--- src/rtl/serial_subtractor.sv ---
// Digit-serial subtractor: diff = a - b - bin, DIGIT bits per clock,
// LSB first, one registered borrow between digits.
module serial_subtractor #(
    parameter int WIDTH = 8,
    parameter int DIGIT = 1
) (
    input  logic             clk,
    input  logic             rst,
    input  logic             start,
    input  logic [WIDTH-1:0] a,
    input  logic [WIDTH-1:0] b,
    input  logic             bin,
    output logic             busy,
    output logic             done,
    output logic [WIDTH-1:0] diff,
    output logic             bout,
    output logic             ovf
);

    localparam int N  = WIDTH / DIGIT;
    localparam int CW = (N > 1) ? $clog2(N) : 1;
    localparam logic [CW-1:0] LAST = CW'(N - 1);

    generate
        if (WIDTH < 2 || (WIDTH % DIGIT) != 0) begin : g_bad_params
            $error("serial_subtractor: WIDTH must be >= 2 and a multiple of DIGIT");
        end
    endgenerate

    typedef enum logic [1:0] {
        IDLE,
        RUN,
        DONE
    } state_t;

    state_t           state;
    logic [WIDTH-1:0] ra;
    logic [WIDTH-1:0] rb;
    logic             br;
    logic             am;
    logic             bm;
    logic [CW-1:0]    cnt;

    logic             accept;
    logic [DIGIT-1:0] dig;
    logic [DIGIT:0]   chain;
    logic [WIDTH-1:0] rd_nxt;

    assign accept = start && (state == IDLE || state == DONE);

    // Ripple one digit of full-subtractor cells from the stored borrow.
    always_comb begin
        dig      = '0;
        chain    = '0;
        chain[0] = br;
        for (int i = 0; i < DIGIT; i++) begin
            dig[i]     = ra[i] ^ rb[i] ^ chain[i];
            chain[i+1] = (~ra[i] & rb[i]) | (~(ra[i] ^ rb[i]) & chain[i]);
        end
    end

    // Partial result enters from the MSB side; the final digit joins
    // combinationally so the accumulator only holds WIDTH-DIGIT bits.
    generate
        if (N > 1) begin : g_acc
            logic [WIDTH-DIGIT-1:0] acc;

            // Accumulate finished digits while running.
            always_ff @(posedge clk or posedge rst) begin
                if (rst) begin
                    acc <= '0;
                end else if (accept) begin
                    acc <= '0;
                end else if (state == RUN) begin
                    acc <= rd_nxt[WIDTH-1:DIGIT];
                end
            end

            assign rd_nxt = {dig, acc};
        end else begin : g_one
            assign rd_nxt = dig;
        end
    endgenerate

    // Control FSM with registered handshake and result outputs.
    always_ff @(posedge clk or posedge rst) begin
        if (rst) begin
            state <= IDLE;
            ra    <= '0;
            rb    <= '0;
            br    <= 1'b0;
            am    <= 1'b0;
            bm    <= 1'b0;
            cnt   <= '0;
            busy  <= 1'b0;
            done  <= 1'b0;
            diff  <= '0;
            bout  <= 1'b0;
            ovf   <= 1'b0;
        end else begin
            done <= 1'b0;
            if (accept) begin
                ra    <= a;
                rb    <= b;
                br    <= bin;
                am    <= a[WIDTH-1];
                bm    <= b[WIDTH-1];
                cnt   <= '0;
                busy  <= 1'b1;
                state <= RUN;
            end else begin
                case (state)
                    RUN: begin
                        ra <= ra >> DIGIT;
                        rb <= rb >> DIGIT;
                        br <= chain[DIGIT];
                        if (cnt == LAST) begin
                            cnt   <= '0;
                            busy  <= 1'b0;
                            done  <= 1'b1;
                            diff  <= rd_nxt;
                            bout  <= chain[DIGIT];
                            ovf   <= (am != bm) && (rd_nxt[WIDTH-1] != am);
                            state <= DONE;
                        end else begin
                            cnt <= cnt + CW'(1);
                        end
                    end
                    DONE: begin
                        state <= IDLE;
                    end
                    default: begin
                        state <= IDLE;
                    end
                endcase
            end
        end
    end

endmodule

--- config.mk ---
export PLATFORM = sky130hd
export DESIGN_NAME = serial_subtractor
export DESIGN_NICKNAME = d
export VERILOG_FILES = /design/src/rtl/serial_subtractor.sv
export SDC_FILE = /design/constraint.sdc
export NUM_CORES = 1
export LEC_CHECK = 0
export BUFFER_PORTS_ARGS = -buffer_cell sky130_fd_sc_hd__clkbuf_2
export CAP_MARGIN = 15
export CORE_MARGIN = 1
export CORE_UTILIZATION = 43
export CTS_BUF_LIST = sky130_fd_sc_hd__clkbuf_8
export DETAILED_ROUTE_END_ITERATION = 10
export GPL_TIMING_DRIVEN = 1
export SLEW_MARGIN = 20
export SYNTH_ARGS = -nofsm -noshare
export SYNTH_HDL_FRONTEND = slang
export SYNTH_SLANG_ARGS = --single-unit
--- constraint.sdc ---
create_clock -name clk -period 1.95 [get_ports clk]
set_input_delay 0.0975 -clock clk [delete_from_list [all_inputs] [get_ports clk]]
set_output_delay 0.0975 -clock clk [all_outputs]
set_load 0.01 [all_outputs]
Yosys cells after proc, flatten, opt, wreduce, memory -nomap -nowiden --
Cells that the tools add are included.
Operators by class: bitwise logic cells 8, $add $sub $neg 1, reduce and logical (&&, ||, !) cells 8, equal/unequal tests 6, mux-type cells 20
Operators with widths (number):
- 8-bit 2-to-1 mux | 4
- 7-bit 2-to-1 mux | 2
- 3-bit 2-to-1 mux | 3
- 1-bit 2-to-1 mux | 8
- 2-bit 2-to-1 mux | 3
- 2-bit nonzero test | 2
- 3-bit by 1-bit adder with 3-bit output (second input constant) | 1
- 3-bit equality test (second input constant) | 1
- 3-bit by 2-bit inequality test with 1-bit output (second input constant) | 1
- 1-bit inverter | 3
- 3-bit AND reduction | 1
- 1-bit AND | 2
- 2-bit by 1-bit equality test with 1-bit output (second input constant) | 1
- 2-bit equality test (second input constant) | 1
- 1-bit logical AND | 2
- 2-bit zero test | 1
- 1-bit inequality test | 2
- 2-bit AND reduction | 1
- 1-bit bitwise XOR | 2
- 1-bit logical OR | 1
- 1-bit bitwise OR | 1
Storage, ports and cells: output and inout port bits 12, word-level logic and storage cells 56, flip-flop bits (word level) 43, bits of input ports 20

Longest topological paths before layout --
Gate-level depths: netlist of the first run.
depth after elaboration 6, mapped depth 6, gate-level depth less buffers 5

Worst setup path before layout of the first run --
Ideal clock, no wire load.
path kind reg2reg, from register cnt[0], to register diff[0], setup time 0.125 ns, stages on the path, launching flop included 6, clock period less this slack 1.576 ns, data required time 1.825 ns, setup slack 0.374 ns, arrival 1.451 ns, cell sequence dfrtp_1 ha_1 ha_1 nand3b_2 buf_2 mux2_2
Between the ends: cells in the longest elaborated chain, start to end 2
RTL lines:
- start: declaration | RTL line 42 | logic [CW-1:0] cnt;
- start signal: assignment | RTL line 126 | cnt <= cnt + CW'(1);
- 3-bit equality test | RTL line 117 | if (cnt == LAST) begin
- 3-bit AND reduction (no line)
- end signal: assignment | RTL line 121 | diff <= rd_nxt;
- end: declaration | RTL line 15 | output logic [WIDTH-1:0] diff,
Every way passes these cells. A chain may end at the register's enable or synchronous reset.

Worst setup path after layout of the first run --
from register cnt[0], to register diff[6]
Same word-level chain as after synthesis.

==> qor.txt, run 1 <==
Slew HR: 61.77%
Worst Path Buf+Inv: 0
CTS Root Cell: clkbuf_8
H-tree depth: 2
Ys flop type: dfrtp_1
Storage cell area: 1076 µm²
Antenna cells: 0
Average wire per standard cell: 14.58 µm
Period minus WS final: 1.609 ns
Hold WC Path Type: in2reg
#FFs+latches synth: 43
Peak Freq: 621.3 MHz
Vias in the first global route: 1,105
Max cap viols: 0
Syn Nets: 151
Pin count of the biggest net entering global routing: 44
Nets: 186
Worst Setup SP: cnt[0]$_DFFE_PP0P_
Die Width: 66.01 µm
Pre-antenna DRT Iters: 4
Total Wirelength: 3.091 mm
Critical path required time: 2.13 ns
Synth Warn #: 0
First-pass GRT wire length: 5.244 mm
I/O pin count: 32
Overflow after GRT: 0
RePlAce Congestion: 0.7167
GRT Util Overall: 16.69%
Rows: 22
Status: finished clean
Max-slew violation count: 0
Synth Area per Inst: 13.76 µm²
Final Skew: 0.002992 ns
Post-CTS Setup Inserts: 0
Critical Path Source Type: flip-flop
Mapped cell area: 1762 µm²
Most frequent cells after synthesis: dfrtp_1 (43), a22o_1 (23), a21o_1 (14)
Final hold violation count: 0
Synth cell types: 23
DRC viols: 0
CP max stage delay: 0.40 ns
Ranking of synthesized cells by area: dfrtp_1 (61%), a22o_1 (11%), mux2_2 (6.4%)
Clock latency at the later pin of the worst-skew pair: 0.29 ns
Setup Viol. Count Final: 0
Worst-margin pin slew: 0.5720 ns
Seq/Total Area, Yosys: 61.08%
Crit-path slowest cell: dfrtp_1
Clock sinks: 43
Final ANT Viol Nets: 0
Starting Density: 46.38%
Multi-input logic area: 606.8 µm²
Most frequent cell after synthesis: dfrtp_1
Most used cell, CP: ha_1
Crit path kind: reg2reg
Async S/R FF share, synth: 100.0%
Share of cells above drive strength 1: 34.15%
P per Cell Area: 1652 nW/µm²
Worst Setup End Kind: flip-flop
Total CTS buffers: 5
Top cell family by delay on the critical path: adder cells
Period utilization: 82.53%
RSZ-0062 raised after global routing: false
Cell Chain, Critical Path: ha_1 -> ha_1 -> nand3b_2 -> mux2_2
Core area: 3799 µm²
Top-area cell type share of the netlist area: 61.08%
Post-synth EDFFs: 0
Vias per cell: 5.302
Worst-path clk slew: 0.07 ns
Hold path start: a[4]
Via Count: 1,124
Crit path max fanout: 15
Post-synth top area cell: dfrtp_1
Total die area: 4357 µm²
P&R area growth vs syn: 16.12%
Setup TNS: 0 ns
# fillers: 338
Starting DRT DRC Count: 58
Mapped Cells: 128
Hold_ws: 0.02700 ns
# port buffers: 31
CP arrival: 1.79 ns
CTS tree: done
Die height: 66.01 µm
Initial antenna violation count: 0
Maximum VDD drop: 0.0007678 V
Post-DP HPWL: 2.111 mm
Leak: 1.106 nW
Reg2reg start: cnt[0]$_DFFE_PP0P_
Clk buf depth: 2
-- registers in the layout (all words and copies together) (netlist names) --
signal,count
done,1
ovf,1
diff,8
ra,8
state,2
bout,1
cnt,3
bm,1
g_acc.acc,7
busy,1
br,1
rb,8
am,1
-- routing by layer --
layer | global-route usage (%) | vias up | wire length (µm)
met2 | 23.98 | 34 | 1347
met5 | 0 | - | 0
met3 | 6.379 | 5 | 204
met4 | 6.383 | 0 | 40
met1 | 22.74 | 551 | 1499
li1 | - | 534 | -
-- path summary, 6_finish.rpt --
kind                                       endpoint  slack, ns  cells after the start
max                             diff[6]$_DFFE_PP0P_       0.34                      4
min                               ra[4]$_DFFE_PP0P_       0.03                      3
max reg2reg                     diff[6]$_DFFE_PP0P_       0.34                      4
min reg2reg                        busy$_DFFE_PP0P_       0.48                      1
max in group asynchronous  g_acc.acc[3]$_DFFE_PP0P_       1.13                      4
min in group asynchronous       diff[1]$_DFFE_PP0P_       0.47                      4
-- cells by family (layout without fill, tap and decap cells) --
family | after synthesis | count (layout) | synth area share (%)
compound gates | 44 | 44 | 20.10
mux | 11 | 11 | 6.960
flops | 43 | 43 | 61.08
simple gates | 13 | 13 | 4.546
fa+ha+maj | 3 | 3 | 2.557
buf+inv | 14 | 50 | 4.759
-- stage by stage --
step	total power [mW]	setup slack [ns]	instances	utilization [%]	instance area, µm²
floorplan	2.543	0.3741	128	-	1762
global placement	2.818	0.3790	203	51.45	1954
detailed placement	2.888	0.3415	203	51.45	1954
CTS	3.416	0.3338	212	53.85	2046
global route	3.650	0.2442	212	53.85	2046
finish	3.379	0.3406	212	53.85	2046
-- tightest hold or removal path, stage by stage --
cell	delay, ns
clkbuf_2	0.07
nand2_1	0.03
o21ai_0	0.07
-- cells in the final DEF (no fill, tap or decap), types with 3 or more instances in the layout --
cell,instances
clkbuf_8,5
buf_4,5
clkbuf_2,31
nand2_1,3
dfrtp_1,43
o21ai_0,3
mux2_2,10
inv_1,7
a22o_1,23
a21o_1,14
-- report_power, final --
| group | switching, mW | internal, mW |
|---|---|---|
| registers | 0.235 | 1.29 |
| clock network | 0.280 | 0.241 |
| logic | 0.640 | 0.691 |
| total | 1.16 | 2.22 |
-- final cells by class --
cell class	count	share of cell area (%)
clock buffer	5	3.364
clock inverter	3	0.6116
inverter	5	0.9174
multi-input combinational	71	29.66
sequential	43	52.60
tap	48	2.936
timing repair buffer	37	9.908
-- repair_timing --
| action | 4_1_cts | 5_1_grt |
|---|---|---|
| endpoints found under the hold margin | 43 | 0 |
| resized for setup | 0 | 0 |
| hold buffers | 1 | 0 |
No activity file was read; power rests on OpenSTA's default activity.
==> run 2: changes to the inputs <==
--- a/config.mk
+++ b/config.mk
@@ -12,6 +12,7 @@
 export CTS_BUF_LIST = sky130_fd_sc_hd__clkbuf_8
 export DETAILED_ROUTE_END_ITERATION = 10
 export GPL_TIMING_DRIVEN = 1
+export PLACE_DENSITY = 0.67
 export SLEW_MARGIN = 20
 export SYNTH_ARGS = -nofsm -noshare
 export SYNTH_HDL_FRONTEND = slang
==> constraint.sdc (replaced) <==
create_clock -name clk -period 1.3 [get_ports clk]
set_input_delay 0.065 -clock clk [delete_from_list [all_inputs] [get_ports clk]]
set_output_delay 0.065 -clock clk [all_outputs]
set_load 0.01 [all_outputs]
==> qor.txt, run 2 (synthesis results as in run 1) <==
Status: finished, violations left
Failing checks: setup timing
RePlAce Congestion: 0.7463 (+4.1%)
Worst Path Buf+Inv: 1 (+1)
Total Wirelength: 3.889 mm (+26%)
CP max stage delay: 0.62 ns (+0.22 ns)
Total CTS buffers: 5 (unchanged)
Core area: 3799 µm² (unchanged)
Critical Path Source Type: flip-flop
H-tree depth: 2 (unchanged)
Crit path max fanout: 4 (-11)
GRT Util Overall: 19.17% (+2.5 points)
Setup TNS: -0.5435 ns (-0.5435 ns)
P&R area growth vs syn: 38.00%
Critical path required time: 1.52 ns (-0.61 ns)
Met1 Track Usage GR: 25.28% (+2.5 points)
Die height: 66.01 µm (unchanged)
Post-DP Area: 2054 µm² (+5.1%)
Clock sinks: 43 (unchanged)
Share of cells above drive strength 1: 49.21% (+15 points)
Top cell family by delay on the critical path: adder cells
DRC viols: 0 (unchanged)
Antenna cells: 0 (unchanged)
Clock latency at the later pin of the worst-skew pair: 0.29 ns (about the same)
Min setup slack post-route: -0.1237 ns (-0.4643 ns)
Top flop regs: diff: 8 flops, ra: 8 flops, rb: 8 flops
Period minus WS final: 1.424 ns (-0.1857 ns)
Worst-margin pin slew: 0.5349 ns (-0.03711 ns)
Maximum VDD drop: 0.001248 V (+63%)
Setup Viol. Count Final: 11 (+11)
Starting Density: 46.38% (unchanged)
# fillers: 295 (-13%)
Final Power: 6.327 mW (+87%)
Post-DP HPWL: 2.314 mm (+9.6%)
Met2 Resource Use GR: 29.59% (+5.6 points)
Max-slew violation count: 0 (unchanged)
# port buffers: 31 (unchanged)
Vias per cell: 5.322 (+0.38%)
Peak Freq: 702.4 MHz (+13%)
Average wire per standard cell: 16.27 µm (+12%)
Pin count of the biggest net entering global routing: 44 (unchanged)
Worst-path clk slew: 0.07 ns (about the same)
CTS tree: done
P per Cell Area: 2603 nW/µm² (+58%)
I/O pin count: 32 (unchanged)
Worst Setup End Kind: flip-flop
Starting DRT DRC Count: 63 (+8.6%)
CTS Root Cell: clkbuf_8
Commonest non-fill, non-tap cells in the layout: dfrtp_1 (42), clkbuf_2 (31), a22o_1 (23)
Post-route cell area: 2431 µm² (+19%)
Final hold violation count: 0 (unchanged)
Cell Chain, Critical Path: inv_2 -> fa_2 -> nor2b_4 -> a21oi_2 -> o21ai_1
CP arrival: 1.64 ns (-0.15 ns)
Overflow after GRT: 0 (unchanged)
First-pass GRT wire length: 6.072 mm (+16%)
Hold WC Path Type: in2reg
Met3 Use GR: 5.345% (-1.0 points)
Pre-antenna DRT Iters: 4 (unchanged)
RSZ-0062 raised after global routing: true
Max cap viols: 0 (unchanged)
Crit path kind: reg2reg
Vias in the first global route: 1,267 (+15%)
Most common cell after layout, fill and taps aside: dfrtp_1
Die Width: 66.01 µm (unchanged)
Slew HR: 64.34% (+2.6 points)
Total die area: 4357 µm² (unchanged)
Rows: 22 (unchanged)
Via Count: 1,272 (+13%)
Crit-path slowest cell: fa_2
Period utilization: 109.5% (+27 points)
Nets: 213 (+15%)
Initial antenna violation count: 0 (unchanged)
Global route hottest layer: met2
Leak: 1.329 nW (+20%)
Final Skew: 0.007384 ns (+0.004393 ns)
Final ANT Viol Nets: 0 (unchanged)
Clk buf depth: 2 (unchanged)
==> run 2: worst register-to-register path, delay by kind of cell (launching register included) <==
family          cells  cell delay, ns
compound gates      2            0.16
fa+ha+maj           1            0.62
buf+inv             1            0.05
flops               1            0.37
simple gates        1            0.16
==> run 2: final cells by class <==
cell class / instances / area (µm²) / share of cell area [%]
Tap cell: 48 / 60.06 / 2.470
Inverter: 5 / 18.77 / 0.7720
Multi-Input combinational cell: 73 / 725.7 / 29.85
Timing Repair Buffer: 62 / 449.2 / 18.48
Sequential cell: 43 / 1077 / 44.31
Clock inverter: 1 / 3.754 / 0.1544
Clock buffer: 7 / 96.34 / 3.963
==> run 2: per-layer routing <==
layer | routed length [µm] | up-vias | part of all wire (%)
met5 | 0 | - | 0
met4 | 68 | 0 | 1.7
met3 | 138 | 7 | 3.5
met2 | 1907 | 26 | 49
met1 | 1774 | 644 | 46
li1 | - | 595 | -
==> run 2: timing repair <==
| action | in CTS | in global routing |
|---|---|---|
| endpoints found under the setup margin | 37 | 26 |
| resized for setup | 16 | 12 |
| buffers inserted | 4 | 10 |
| hold endpoints to repair | 44 | 0 |
| pin swaps | 5 | 6 |
| hold buffers | 2 | 0 |
| gates cloned | 2 | 1 |
==> run 2: through the flow <==
step                util (%)  hold slack (ns)  setup slack [ns]  instances
global placement       54.08           0.1959          -0.08064        212
global route           64.00          0.01008           -0.1643        239
finish                 64.00          0.02203           -0.1237        239
detailed placement     54.08           0.2129           -0.1530        212
floorplan                  -           0.1818          -0.07851        128
CTS                    59.85          0.01197           -0.1058        228
==> run 2: final timing paths <==
check | slack (ns) | cells after the start | start | endpoint
min reg2reg | 0.49 | 1 | ra[6]$_DFFE_PP0P_ | ra[6]$_DFFE_PP0P_
min in group asynchronous | 0.44 | 4 | rst | rb[7]$_DFFE_PP0P_
max reg2reg | -0.12 | 5 | br$_DFFE_PP0P_ | ovf$_DFFE_PP0P_
max | -0.12 | 5 | br$_DFFE_PP0P_ | ovf$_DFFE_PP0P_
max in group asynchronous | 0.47 | 4 | rst | state[1]$_DFFE_PP0P_
min | 0.02 | 2 | b[0] | rb[0]$_DFFE_PP0P_
==> run 2: power by group <==
part	internal (mW)	switching, mW	leakage (nW)
clock	0.477	0.439	0.0557
combinational	1.80	1.26	0.738
sequential	1.94	0.405	0.536
total	4.22	2.11	1.33
